==> src/rtl/hazard_pkg.sv <==
// Shared definitions for the RV32I pipeline hazard controller.
//   - RV32I major opcodes used to classify instructions
//   - forwarding-select encodings for the EX operand muxes
//   - controller FSM state type
//   - per-stage decoded-instruction struct and the forwarding-select helper
package hazard_pkg;

  localparam logic [6:0] OP_R      = 7'b0110011;
  localparam logic [6:0] OP_I      = 7'b0010011;
  localparam logic [6:0] OP_LOAD   = 7'b0000011;
  localparam logic [6:0] OP_STORE  = 7'b0100011;
  localparam logic [6:0] OP_BRANCH = 7'b1100011;
  localparam logic [6:0] OP_JAL    = 7'b1101111;
  localparam logic [6:0] OP_JALR   = 7'b1100111;
  localparam logic [6:0] OP_LUI    = 7'b0110111;
  localparam logic [6:0] OP_AUIPC  = 7'b0010111;

  localparam logic [1:0] FWD_NONE = 2'b00;
  localparam logic [1:0] FWD_MEM  = 2'b10;
  localparam logic [1:0] FWD_WB   = 2'b01;

  typedef enum logic [1:0] {
    ST_RUN,
    ST_LOAD_STALL,
    ST_FLUSH,
    ST_MEM_WAIT
  } state_e;

  typedef struct packed {
    logic [4:0] rd;
    logic [4:0] rs1;
    logic [4:0] rs2;
    logic       writes_rd;  // already false when rd == x0
    logic       uses_rs1;
    logic       uses_rs2;
    logic       is_load;
  } dec_t;

  // Operand source for one EX register read; MEM wins over WB because it
  // holds the younger write.
  function automatic logic [1:0] fwd_sel(input logic       use_rs,
                                         input logic [4:0] rs,
                                         input dec_t       mem,
                                         input dec_t       wb);
    if (!use_rs)                          return FWD_NONE;
    if (mem.writes_rd && (mem.rd == rs))  return FWD_MEM;
    if (wb.writes_rd  && (wb.rd  == rs))  return FWD_WB;
    return FWD_NONE;
  endfunction

endpackage

==> src/rtl/hazard_decode.sv <==
// Register-field decoder for one pipeline stage.
//   inst_i : 32-bit instruction word held in the stage
//   dec_o  : rd/rs1/rs2 plus writes_rd/uses_rs1/uses_rs2/is_load flags
module hazard_decode
  import hazard_pkg::*;
(
  input  logic [31:0] inst_i,
  output dec_t        dec_o
);

  logic [6:0] op;
  logic       unused_bits;

  assign op          = inst_i[6:0];
  assign unused_bits = ^{inst_i[31:25], inst_i[14:12]};

  always_comb begin
    dec_o.rd        = inst_i[11:7];
    dec_o.rs1       = inst_i[19:15];
    dec_o.rs2       = inst_i[24:20];
    // A write to x0 is discarded, so it can never be a hazard source.
    dec_o.writes_rd = (op inside {OP_R, OP_I, OP_LOAD, OP_JAL, OP_JALR,
                                  OP_LUI, OP_AUIPC}) && (inst_i[11:7] != 5'd0);
    dec_o.uses_rs1  = op inside {OP_R, OP_I, OP_LOAD, OP_STORE, OP_BRANCH, OP_JALR};
    dec_o.uses_rs2  = op inside {OP_R, OP_STORE, OP_BRANCH};
    dec_o.is_load   = (op == OP_LOAD);
  end

endmodule

==> src/rtl/hazard_ctrl.sv <==
// Pipeline hazard controller for the 5-stage RV32I core.
//   clk, rstn        : clock, asynchronous active-high reset
//   id/ex/mem/wb_inst: instruction word held in each stage
//   ex_redirect      : EX resolved a taken branch / JAL / JALR
//   dmem_busy        : data memory not ready for the MEM access
//   pc_we, ifid_we   : PC and IF/ID write enables
//   ifid_flush       : load NOP into IF/ID
//   idex_bubble      : load NOP into ID/EX
//   exmem_hold       : freeze EX/MEM and MEM/WB
//   fwd_a, fwd_b     : EX operand selects (00 regfile, 10 EX/MEM, 01 MEM/WB)
//   stall_cnt        : saturating count of stall/hold cycles
//   flush_cnt        : saturating count of accepted redirects
module hazard_ctrl
  import hazard_pkg::*;
#(
  parameter int FLUSH_CYCLES = 2,
  parameter int CNT_W        = 16
) (
  input  logic             clk,
  input  logic             rstn,
  input  logic [31:0]      id_inst,
  input  logic [31:0]      ex_inst,
  input  logic [31:0]      mem_inst,
  input  logic [31:0]      wb_inst,
  input  logic             ex_redirect,
  input  logic             dmem_busy,
  output logic             pc_we,
  output logic             ifid_we,
  output logic             ifid_flush,
  output logic             idex_bubble,
  output logic             exmem_hold,
  output logic [1:0]       fwd_a,
  output logic [1:0]       fwd_b,
  output logic [CNT_W-1:0] stall_cnt,
  output logic [CNT_W-1:0] flush_cnt
);

  // Remaining FLUSH-state cycles after the redirect cycle itself.
  localparam logic [1:0] FLUSH_LOAD = 2'(FLUSH_CYCLES - 1);

  dec_t id_dec, ex_dec, mem_dec, wb_dec;

  hazard_decode u_dec_id  (.inst_i(id_inst),  .dec_o(id_dec));
  hazard_decode u_dec_ex  (.inst_i(ex_inst),  .dec_o(ex_dec));
  hazard_decode u_dec_mem (.inst_i(mem_inst), .dec_o(mem_dec));
  hazard_decode u_dec_wb  (.inst_i(wb_inst),  .dec_o(wb_dec));

  logic unused_dec;
  assign unused_dec = ^{id_dec.rd, id_dec.writes_rd, id_dec.is_load,
                        mem_dec.rs1, mem_dec.rs2, mem_dec.uses_rs1,
                        mem_dec.uses_rs2, mem_dec.is_load,
                        wb_dec.rs1, wb_dec.rs2, wb_dec.uses_rs1,
                        wb_dec.uses_rs2, wb_dec.is_load};

  // Load in EX whose result ID needs next cycle.
  logic load_use;
  assign load_use = ex_dec.is_load && ex_dec.writes_rd &&
                    ((id_dec.uses_rs1 && (id_dec.rs1 == ex_dec.rd)) ||
                     (id_dec.uses_rs2 && (id_dec.rs2 == ex_dec.rd)));

  state_e          state_q, state_d;
  logic [1:0]      fcnt_q, fcnt_d;
  logic [CNT_W-1:0] stall_q, stall_d, flush_q, flush_d;

  always_ff @(posedge clk or posedge rstn) begin
    if (rstn) begin
      state_q <= ST_RUN;
      fcnt_q  <= '0;
      stall_q <= '0;
      flush_q <= '0;
    end else begin
      state_q <= state_d;
      fcnt_q  <= fcnt_d;
      stall_q <= stall_d;
      flush_q <= flush_d;
    end
  end

  // Next state. A redirect held off by dmem_busy stays on ex_redirect
  // because EX is frozen, so it is taken once busy drops.
  always_comb begin
    state_d = state_q;
    fcnt_d  = fcnt_q;
    if (dmem_busy) begin
      state_d = ST_MEM_WAIT;
    end else if (ex_redirect) begin
      fcnt_d  = FLUSH_LOAD;
      state_d = (FLUSH_CYCLES > 1) ? ST_FLUSH : ST_RUN;
    end else begin
      unique case (state_q)
        ST_RUN:   if (load_use) state_d = ST_LOAD_STALL;
        ST_FLUSH: begin
          // fcnt_q counts FLUSH cycles left including this one.
          fcnt_d = fcnt_q - 2'd1;
          if (fcnt_q <= 2'd1) begin
            state_d = ST_RUN;
            fcnt_d  = '0;
          end
        end
        default:  state_d = ST_RUN;
      endcase
    end
  end

  logic stall_evt, flush_evt;
  assign stall_evt = dmem_busy ||
                     ((state_q == ST_RUN) && load_use && !ex_redirect);
  assign flush_evt = ex_redirect && !dmem_busy;

  always_comb begin
    stall_d = stall_q;
    flush_d = flush_q;
    if (stall_evt && (stall_q != '1)) stall_d = stall_q + 1'b1;
    if (flush_evt && (flush_q != '1)) flush_d = flush_q + 1'b1;
  end

  assign stall_cnt = stall_q;
  assign flush_cnt = flush_q;

  // Pipeline control, Mealy on state and the live hazard inputs.
  always_comb begin
    pc_we       = 1'b1;
    ifid_we     = 1'b1;
    ifid_flush  = 1'b0;
    idex_bubble = 1'b0;
    exmem_hold  = 1'b0;
    fwd_a       = fwd_sel(ex_dec.uses_rs1, ex_dec.rs1, mem_dec, wb_dec);
    fwd_b       = fwd_sel(ex_dec.uses_rs2, ex_dec.rs2, mem_dec, wb_dec);
    if (rstn) begin
      pc_we       = 1'b0;
      ifid_we     = 1'b0;
      ifid_flush  = 1'b1;
      idex_bubble = 1'b1;
      fwd_a       = FWD_NONE;
      fwd_b       = FWD_NONE;
    end else if (dmem_busy) begin
      pc_we      = 1'b0;
      ifid_we    = 1'b0;
      exmem_hold = 1'b1;
    end else if (ex_redirect || (state_q == ST_FLUSH)) begin
      ifid_we     = 1'b0;
      ifid_flush  = 1'b1;
      idex_bubble = 1'b1;
    end else if ((state_q == ST_RUN) && load_use) begin
      pc_we       = 1'b0;
      ifid_we     = 1'b0;
      idex_bubble = 1'b1;
    end
  end

endmodule

==> config.mk <==
export PLATFORM = sky130hd
export DESIGN_NAME = hazard_ctrl
export DESIGN_NICKNAME = d
export VERILOG_FILES = /design/src/rtl/hazard_pkg.sv /design/src/rtl/hazard_decode.sv /design/src/rtl/hazard_ctrl.sv
export SDC_FILE = /design/constraint.sdc
export NUM_CORES = 1
export LEC_CHECK = 0
export ABC_AREA = 1
export CORE_MARGIN = 2
export CORE_UTILIZATION = 34
export DETAILED_ROUTE_END_ITERATION = 6
export HOLD_SLACK_MARGIN = 0.15
export PLACE_DENSITY = 0.79
export SLEW_MARGIN = 20
export SYNTH_ARGS = -nofsm -noshare
export SYNTH_HDL_FRONTEND = slang
export SYNTH_SLANG_ARGS = --single-unit
==> constraint.sdc <==
create_clock -name clk -period 2.5 [get_ports clk]
set_clock_uncertainty 0.15 [all_clocks]
set_input_delay 0.75 -clock clk [delete_from_list [all_inputs] [get_ports clk]]
set_output_delay 0.75 -clock clk [all_outputs]
set_load 0.02 [all_outputs]
=== Word-level counts from Yosys, hierarchy flattened ===
Cells that the tools add are included.

* Word-level logic and storage cells: 132
* Input bits: 132
* Output and inout bits: 41
* Register bits after elaboration: 36

* Equal/unequal tests: 40
* Add/subtract/negate cells: 3
* Bitwise logic cells: 1
* Reductions and logical operators: 35
* Multiplexer cells: 48
* Order comparisons: 1

{| class="wikitable"
|+ Operator list
! cell !! number
|-
| 7-bit by 6-bit == test with 1-bit output, second input constant || 9
|-
| 7-bit == test, second input constant || 9
|-
| 7-bit by 5-bit == test with 1-bit output, second input constant || 7
|-
| 2-bit 2-to-1 mux || 21
|-
| 16-bit by 1-bit adder with 16-bit output, second input constant || 2
|-
| 16-bit inequality test, second input constant || 2
|-
| 5-bit == test || 6
|-
| 7-bit by 2-bit == test with 1-bit output, second input constant || 4
|-
| 1-bit 2-to-1 mux || 26
|-
| 7-bit nonzero test || 3
|-
| 1-bit logical AND || 16
|-
| 5-bit nonzero test || 3
|-
| 6-bit nonzero test || 2
|-
| 4-bit inequality test, second input constant || 2
|-
| 3-bit nonzero test || 2
|-
| 2-bit case mux with 2 select lines || 1
|-
| 2-bit AND reduction || 2
|-
| 1-bit logical OR || 3
|-
| 2-bit == test, second input constant || 1
|-
| 2-bit by 1-bit <= comparator with 1-bit output, second input constant || 1
|-
| 1-bit zero test || 2
|-
| 2-bit zero test || 1
|-
| 2-bit nonzero test || 1
|-
| 2-bit by 1-bit subtractor with 2-bit output, second input constant || 1
|-
| 1-bit inverter || 1
|}

=== Depth between registers and ports, before layout ===
Gate-level depths: netlist of run 1.

* Depth after elaboration: 12
* Gate-level depth with buffers: 12
* Gate-level depth less buffers: 11

=== Cells and area by module ===
From an unflattened synthesis of run 1, not the netlist that was laid out.

* Cell total of the unflattened synthesis: 547
* Area, all modules: 3523.4 sq um

{| class="wikitable"
|+ Modules (own cells, without submodules)
! module !! sequential area each (sq um) !! cells each !! times used !! area an instance (sq um)
|-
| hazard_ctrl || 900.9 || 383 || 1 || 2597.5
|-
| hazard_decode || 0.0 || 41 || 4 || 231.5
|}

=== Worst setup path before layout of run 1 ===
No wires, ideal clock.

* Path kind: input to output
* From: input rstn
* To: output fwd_b[1]
* Arrival time: 1.932 ns
* Path buffers: 0
* Data required time: 1.600 ns
* Cell stages on the path: 2
* Setup slack: -0.332 ns
* Path through: inv_1 and3_1

* Word-level cells in the longest chain between the ends: 1

{| class="wikitable"
|+ Ends and longest elaborated chain
! element !! RTL line !! text
|-
| start, declared || hazard_ctrl.sv:20 || <nowiki>input logic rstn,</nowiki>
|-
| 2-bit 2-to-1 mux || hazard_ctrl.sv:129 || <nowiki>if (rstn) begin</nowiki>
|-
| end, declared || hazard_ctrl.sv:33 || <nowiki>output logic [1:0] fwd_b,</nowiki>
|}

No other way between the ends.

=== Worst setup path after layout of run 1 ===
* From: input ex_inst[2]
* To: output idex_bubble

* Word-level cells in the longest chain between the ends: 10
* Elaborated cells on any way between the ends: 16
* Classes of those cells: eq/ne: 7; mux: 4; reduce/logical: 5

{| class="wikitable"
|+ Ends and longest elaborated chain
! element !! RTL line !! text
|-
| start, declared || hazard_ctrl.sv:22 || <nowiki>input logic [31:0] ex_inst,</nowiki>
|-
| 7-bit by 6-bit == test with 1-bit output, or another cell as far along || hazard_decode.sv:22 || <nowiki>dec_o.writes_rd = (op inside {OP_R, OP_I, OP_LOAD, OP_JAL, OP_JALR,</nowiki>
|-
| 7-bit nonzero test || hazard_decode.sv:22 ||
|-
| 1-bit logical AND || hazard_decode.sv:23 || <nowiki>OP_LUI, OP_AUIPC}) && (inst_i[11:7] != 5'd0);</nowiki>
|-
| 1-bit logical AND * (2 in series) || hazard_ctrl.sv:57 || <nowiki>assign load_use = ex_dec.is_load && ex_dec.writes_rd &&</nowiki>
|-
| 1-bit logical AND * || hazard_ctrl.sv:144 || <nowiki>end else if ((state_q == ST_RUN) && load_use) begin</nowiki>
|-
| 1-bit 2-to-1 mux * || hazard_ctrl.sv:144 ||
|-
| 1-bit 2-to-1 mux * || hazard_ctrl.sv:140 || <nowiki>end else if (ex_redirect || (state_q == ST_FLUSH)) begin</nowiki>
|-
| 1-bit 2-to-1 mux * || hazard_ctrl.sv:136 || <nowiki>end else if (dmem_busy) begin</nowiki>
|-
| 1-bit 2-to-1 mux * || hazard_ctrl.sv:129 ||
|-
| end, declared || hazard_ctrl.sv:30 || <nowiki>output logic idex_bubble,</nowiki>
|}

Every way passes the cells marked *; elsewhere a longest branch is shown, timed or not.

==> results.toml, run 1 <==
[power]
peakVddDrop_mv = 0.416
p_comb_share_pct = 39.6
p_per_area_nw_per_um2 = 484
p_leak_uw = 0.00209
power.internal_uw = 1300
seq_power_share_pct = 39.1
p_clk_share_pct = 21.2
p_sw_share_pct = 37.1
switchingPower_uw = 770

[routing]
via_count = 3016
antenna_left = 0
first_iter_violations = 76
drt_pass1_iterations = 4
drt_wl_total_mm = 7.91
remaining_drc_errors = 0
routed_via_density = 4.79
wire_per_inst_microns = 12.6

[final_layout]
drive_gt1_share_pct = 31.6
num-fill-cells = 710
layout_commonest_cell = "nand2_1"
antennaDiodeCount = 0
multi_input_area_sq_um = 1790
seq_area_sq_um = 901
final_nets = 661
stdcell_area_sq_um = 4290
layout_common_cells = "nand2_1, nand3_1, dfrtp_1"
syn2layout_area_growth_pct = 58.3

[synthesis]
synth_edf_count = 0
ys_seq_area_share_pct = 33.3
ys_warn_count = 0
synth_seq_cells = 36
synth_flop_cell = "dfrtp_1"
synth.cell_area_sq_um = 2710
synthArstFlopShare_pct = 100
syn_avg_cell_area_sq_um = 6.87
synth_cell_types = 28
syn_nets = 528
netlist_instances = 394

[global_route]
grt_antenna_before_repair = 0
grt_overflow = 0
grt_pass1_vias = 3051
grt_first_pass_wirelength_mm = 13.1
grt_max_degree = 37
track_usage_pct = 18.3

[die]
die_height_microns = 93.2
start_util_pct = 35.0
die_x_microns = 93.2
pin_count = 173
core_sq_um = 7730
dieArea_sq_um = 8690
rows = 32

[sta]
worst_pin_slew_ns = 0.478
setup_viol = 7
post-route-period-util_pct = 105
report.final.hold_viol_count = 0
rsz0062_at_grt = "true"
slew_headroom_pct = 68.1
whs_ns = 0.334
slew_violations = 0
finalWorstPathRequiredPeriod_ns = 2.63
finalWorstSetupSlack_ns = -0.134
tns_ns = -0.526
fmax_mhz = 380

[critical_path]
worstPathMaxFanout = 2
end_kind = "output port"
cp_cell_sequence = "buf_6 -> nor2_4 -> nand2_2 -> nor2_1 -> nand2_1 -> nor2_2 -> nand4_1 -> a21oi_2 -> buf_4"
cp_slowest_cell = "a21oi_2"
critPathArrivalTime_ns = 1.73
cp_num_buf_inv = 2
slowest_delay_ns = 0.15
worstSetupPathType = "in -> out"
cp.required_ns = 1.60
crit_family = "simple AND/OR/NAND/NOR gates"
crit_path_start_kind = "primary input"

[placement]
portBuffers = 107
gp_congestion = 0.889
hpwl_mm = 5.76
post_dp_cell_area_sq_um = 4030

[clock_tree]
cts_tree = "done"
cts_htree_levels = 2
cts_hold_buf = 0
clockBufferDepth = 2
clk_pin_slew_worst_paths_ns = 0.07
root_buffer = "clkbuf_8"
clk_latency_ns = 0.29
numCtsBuffers = 5
cts_sinks = 36

[run]
max_cap_viol_count = 0

[worst_hold_path]
min_path_type = "reg -> reg"

[outcome]
violations = "setup timing"
outcome = "finished, violations left"
==> layer usage <==
metal / global-route usage, % / wire length [microns] / up-vias
met5: 0 / 0 / -
met4: 6.25 / 169 / 0
met3: 3.71 / 494 / 14
met2: 33.1 / 3970 / 101
met1: 21.4 / 3280 / 1391
li1: - / - / 1510
==> cell usage after synthesis, types with 2 or more instances <==
library cell	n	share of area [%]
inv_2	8	1.1
xor2_1	26	8.4
nor3_1	12	2.2
a21oi_1	8	1.5
buf_2	4	0.74
ha_1	2	0.92
nor2_1	49	6.8
nand2_2	2	0.46
o21ai_1	4	0.74
inv_1	43	6.0
nand3_1	42	7.8
nand2_1	108	15
xnor2_1	24	7.8
nand4_1	12	2.8
dfrtp_1	36	33
o21ai_0	2	0.37
==> sequential cells by signal (all words and copies together) (netlist names) <==
name,cells
flush_cnt,16
fcnt_q,2
stall_cnt,16
state_q,2
==> stage by stage <==
stage | instances | power, uW | setup slack (ns) | utilization, %
global route | 630 | 2200 | -0.217 | 55.5
finish | 630 | 2070 | -0.134 | 55.5
global placement | 616 | 1610 | -0.973 | 52.2
floorplan | 394 | 1220 | -0.0503 | -
CTS | 628 | 2060 | -0.134 | 53.1
detailed placement | 616 | 1620 | -1.00 | 52.2
==> tightest hold or removal path, delay by kind of cell (launching register included) <==
kind	cells	cell delay [ns]
flops	1	0.35
simple gates	2	0.10
==> logic make-up after synthesis <==
| logic type | count (synthesis) | share of synthesized area, % |
|---|---|---|
| flip-flops | 36 | 33.3 |
| adder cells (fa/ha/maj) | 2 | 0.924 |
| buffers and inverters | 56 | 8.23 |
| AO/OA/AOI/OAI | 16 | 3.19 |
| XOR/XNOR | 50 | 16.2 |
| AND/OR/NAND/NOR | 234 | 38.2 |
==> what timing repair did <==
action | CTS | global route
resized for setup | 330 | 51
setup buffers | 4 | 2
setup endpoints to repair | 9 | 8
endpoints found under the hold margin | 0 | 0
pin swaps | 73 | 43
==> worst paths after layout <==
path                                       to         start  slack, ns  cells after the start
worst max register to register  stall_cnt[11]  stall_cnt[0]       0.41                      9
min in group asynchronous       stall_cnt[12]          rstn       0.85                      5
max in group asynchronous       stall_cnt[15]          rstn       1.02                      5
worst min-delay path                fcnt_q[0]     fcnt_q[0]       0.33                      2
worst max-delay path              idex_bubble    ex_inst[2]      -0.13                      9
worst min register to register      fcnt_q[0]     fcnt_q[0]       0.33                      2
==> power groups by stage <==
stage / clock, uW / combinational, uW / sequential (uW)
final: 440 / 822 / 812
after global routing: 472 / 901 / 831
after CTS: 451 / 795 / 811
after detailed placement: 0 / 797 / 821
after global placement: 0 / 786 / 820
after floorplan: 0 / 323 / 892
==> area by class of cell <==
| cell class | instances | area share, % |
|---|---|---|
| multi-input combinational | 302 | 41.7 |
| timing repair buffer | 131 | 27.4 |
| sequential | 36 | 21.0 |
| inverter | 51 | 4.79 |
| tap | 102 | 2.98 |
| clock buffer | 7 | 2.01 |
| clock inverter | 1 | 0.175 |
(Power assumes the default switching activity.)
==> inputs of run 2 (changes only) <==
--- a/config.mk
+++ b/config.mk
@@ -7,10 +7,10 @@
 export LEC_CHECK = 0
 export ABC_AREA = 1
 export CORE_MARGIN = 2
-export CORE_UTILIZATION = 34
+export CORE_UTILIZATION = 40
 export DETAILED_ROUTE_END_ITERATION = 6
 export HOLD_SLACK_MARGIN = 0.15
-export PLACE_DENSITY = 0.79
+export PLACE_DENSITY = 0.87
 export SLEW_MARGIN = 20
 export SYNTH_ARGS = -nofsm -noshare
 export SYNTH_HDL_FRONTEND = slang
==> constraint.sdc (replaced) <==
create_clock -name clk -period 3.4 [get_ports clk]
set_clock_uncertainty 0.15 [all_clocks]
set_input_delay 1.02 -clock clk [delete_from_list [all_inputs] [get_ports clk]]
set_output_delay 1.02 -clock clk [all_outputs]
set_load 0.02 [all_outputs]
==> run 2 against run 1 <==
  * The flow now finishes without violations
  * Wire length shrank 0.28%
  * Worst setup slack gained 0.20 ns
  * Clock power shrank 13%
  * Worst hold slack gained 0.019 ns
  * Critical endpoint unchanged
  * Combinational power shrank 31%
  * First-iteration DRC count shrank 17%
  * Register-to-register slack gained 0.90 ns
  * Via count shrank 1.7%
  * Clock-buffer cell count shrank 2
  * Critical path depth is the same
==> results.toml, run 2 (synthesized netlist as in run 1, its figures left out) <==
[final_layout]
drive_gt1_share_pct = 13.7
syn2layout_area_growth_pct = 50.0
layout_common_cells = "nand2_1, dlygate4sd2_1, nor2_1"
layout_commonest_cell = "nand2_1"
num-fill-cells = 589
final_nets = 651
antennaDiodeCount = 0

[power]
p_per_area_nw_per_um2 = 380
seq_power_share_pct = 38.5
p_comb_share_pct = 36.9
p_sw_share_pct = 36.4
p_leak_uw = 0.00206
finalPower_uw = 1540
switchingPower_uw = 562
peakVddDrop_mv = 0.378
p_clk_share_pct = 24.7
power.internal_uw = 983

[critical_path]
critPathArrivalTime_ns = 2.16
end_kind = "output port"
r2r_end = "stall_cnt[11]"
slowest_delay_ns = 0.24
worstSetupPathType = "in -> out"
cp_slowest_cell = "dlygate4sd2_1"
crit_family = "buffers and inverters"
cp_num_buf_inv = 3
rrSetupSlack_ns = 1.31
reg2reg_from = "stall_cnt[0]"
cp_cell_sequence = "dlygate4sd2_1 -> inv_2 -> nand3_2 -> nor2_1 -> nand2_1 -> nor2_2 -> nand4_1 -> a21oi_1 -> buf_4"
cp.required_ns = 2.23
worstPathMaxFanout = 3
r2r.worst_path.cells = 9
crit_path_start_kind = "primary input"

[die]
die_x_microns = 86.3
rows = 29
die_height_microns = 86.3
start_util_pct = 41.9
core_sq_um = 6460
dieArea_sq_um = 7440
pin_count = 173

[routing]
routed_via_density = 4.98
first_iter_violations = 63
drt_wl_total_mm = 7.89
remaining_drc_errors = 0
drt_pass1_iterations = 4
antenna_left = 0
wire_per_inst_microns = 13.3
via_count = 2965

[clock_tree]
cts_tree = "done"
cts_sinks = 36
cts_htree_levels = 2
numCtsBuffers = 5
root_buffer = "clkbuf_8"
clk_latency_ns = 0.29
clockBufferDepth = 2
clk_pin_slew_worst_paths_ns = 0.07

[placement]
hpwl_mm = 5.89
gp_congestion = 0.911
portBuffers = 107

[sta]
worst_pin_slew_ns = 0.466
fmax_mhz = 300
slew_violations = 0
report.final.hold_viol_count = 0
post-route-period-util_pct = 98.1
tns_ns = 0
finalWorstPathRequiredPeriod_ns = 3.33
setup_viol = 0
slew_headroom_pct = 68.9

[worst_hold_path]
min_path_type = "reg -> reg"
min_to = "stall_cnt[15]"
holdPathStages = 2
hp-start = "stall_cnt[15]"

[global_route]
track_usage_pct = 20.8
grt_first_pass_wirelength_mm = 12.6
grt_antenna_before_repair = 0
grt_pass1_vias = 2892
grt_overflow = 0
grt_max_degree = 37

[outcome]
outcome = "complete, no violations"

[run]
max_cap_viol_count = 0
-- run 2: cell count changes in the layout (fill, tap and decap cells not counted), sizes merged, moves of 2 or more --
cell / change
buf: -66
clkdlybuf4s50: +5
dlygate4sd2: +40
dlymetal6s2s: +6
clkdlybuf4s15: +2
-- run 2: layer usage --
metal	global-route usage, %	part of all wire, %
met1	24.3	41
met2	38.8	51
met3	3.90	6.6
met4	5.97	1.6
met5	0	0
-- run 2: cell type report --
class	instances	area, sq um	area share (%)
Tap cell	77	96.3	2.37
Timing Repair Buffer	121	1100	27.0
Sequential cell	36	901	22.2
Clock inverter	3	42.5	1.05
Clock buffer	5	68.8	1.69
Multi-Input combinational cell	302	1670	41.0
Inverter	51	191	4.71
-- run 2: what timing repair did --
action	in CTS	in global routing
setup buffers	0	1
gates resized for setup	110	29
hold buffers	0	0
gates cloned	0	0
setup endpoints to repair	9	8
pin swaps	28	27
-- run 2: worst max-delay path by stage --
stage / start / slack (ns) / depth (start not counted) / end
after global placement: ex_inst[1] / -0.66 / 9 / fwd_a[0]
final: ex_inst[5] / 0.07 / 9 / idex_bubble
after global routing: ex_inst[9] / -0.03 / 10 / idex_bubble
after CTS: id_inst[15] / 0.005 / 7 / idex_bubble
after detailed placement: mem_inst[2] / -0.68 / 8 / fwd_b[1]
after floorplan: rstn / 0.03 / 2 / fwd_b[1]
-- run 2: metrics by stage --
stage / worst slack [ns] / hold slack, ns / cells / utilization [%] / area (sq um)
finish: 0.0652 / 0.352 / 595 / 62.9 / 4060
CTS: 0.00542 / 0.358 / 594 / 62.2 / 4020
detailed placement: -0.678 / 0.341 / 586 / 61.0 / 3940
floorplan: 0.0280 / 0.299 / 394 / - / 2710
global placement: -0.660 / 0.314 / 586 / 61.0 / 3940
global route: -0.0304 / 0.380 / 595 / 62.9 / 4060
-- run 2: power groups by stage --
stage | Combinational [uW] | Sequential (uW) | Clock, uW
after CTS | 570 | 594 | 390
after global placement | 568 | 597 | 0
final | 569 | 594 | 381
after detailed placement | 585 | 601 | 0
after global routing | 624 | 608 | 407
after floorplan | 236 | 656 | 0
-- run 2: worst register-to-register path, stage by stage, from the launching register on --
cell and delay [ns]:
dfrtp_1 0.44, ha_1 0.24, nand3_2 0.12, nor2_2 0.14
nand2_2 0.11, nor2_4 0.14, nand4_4 0.25, nand2_4 0.28
nand2_1 0.08, nand2_1 0.07
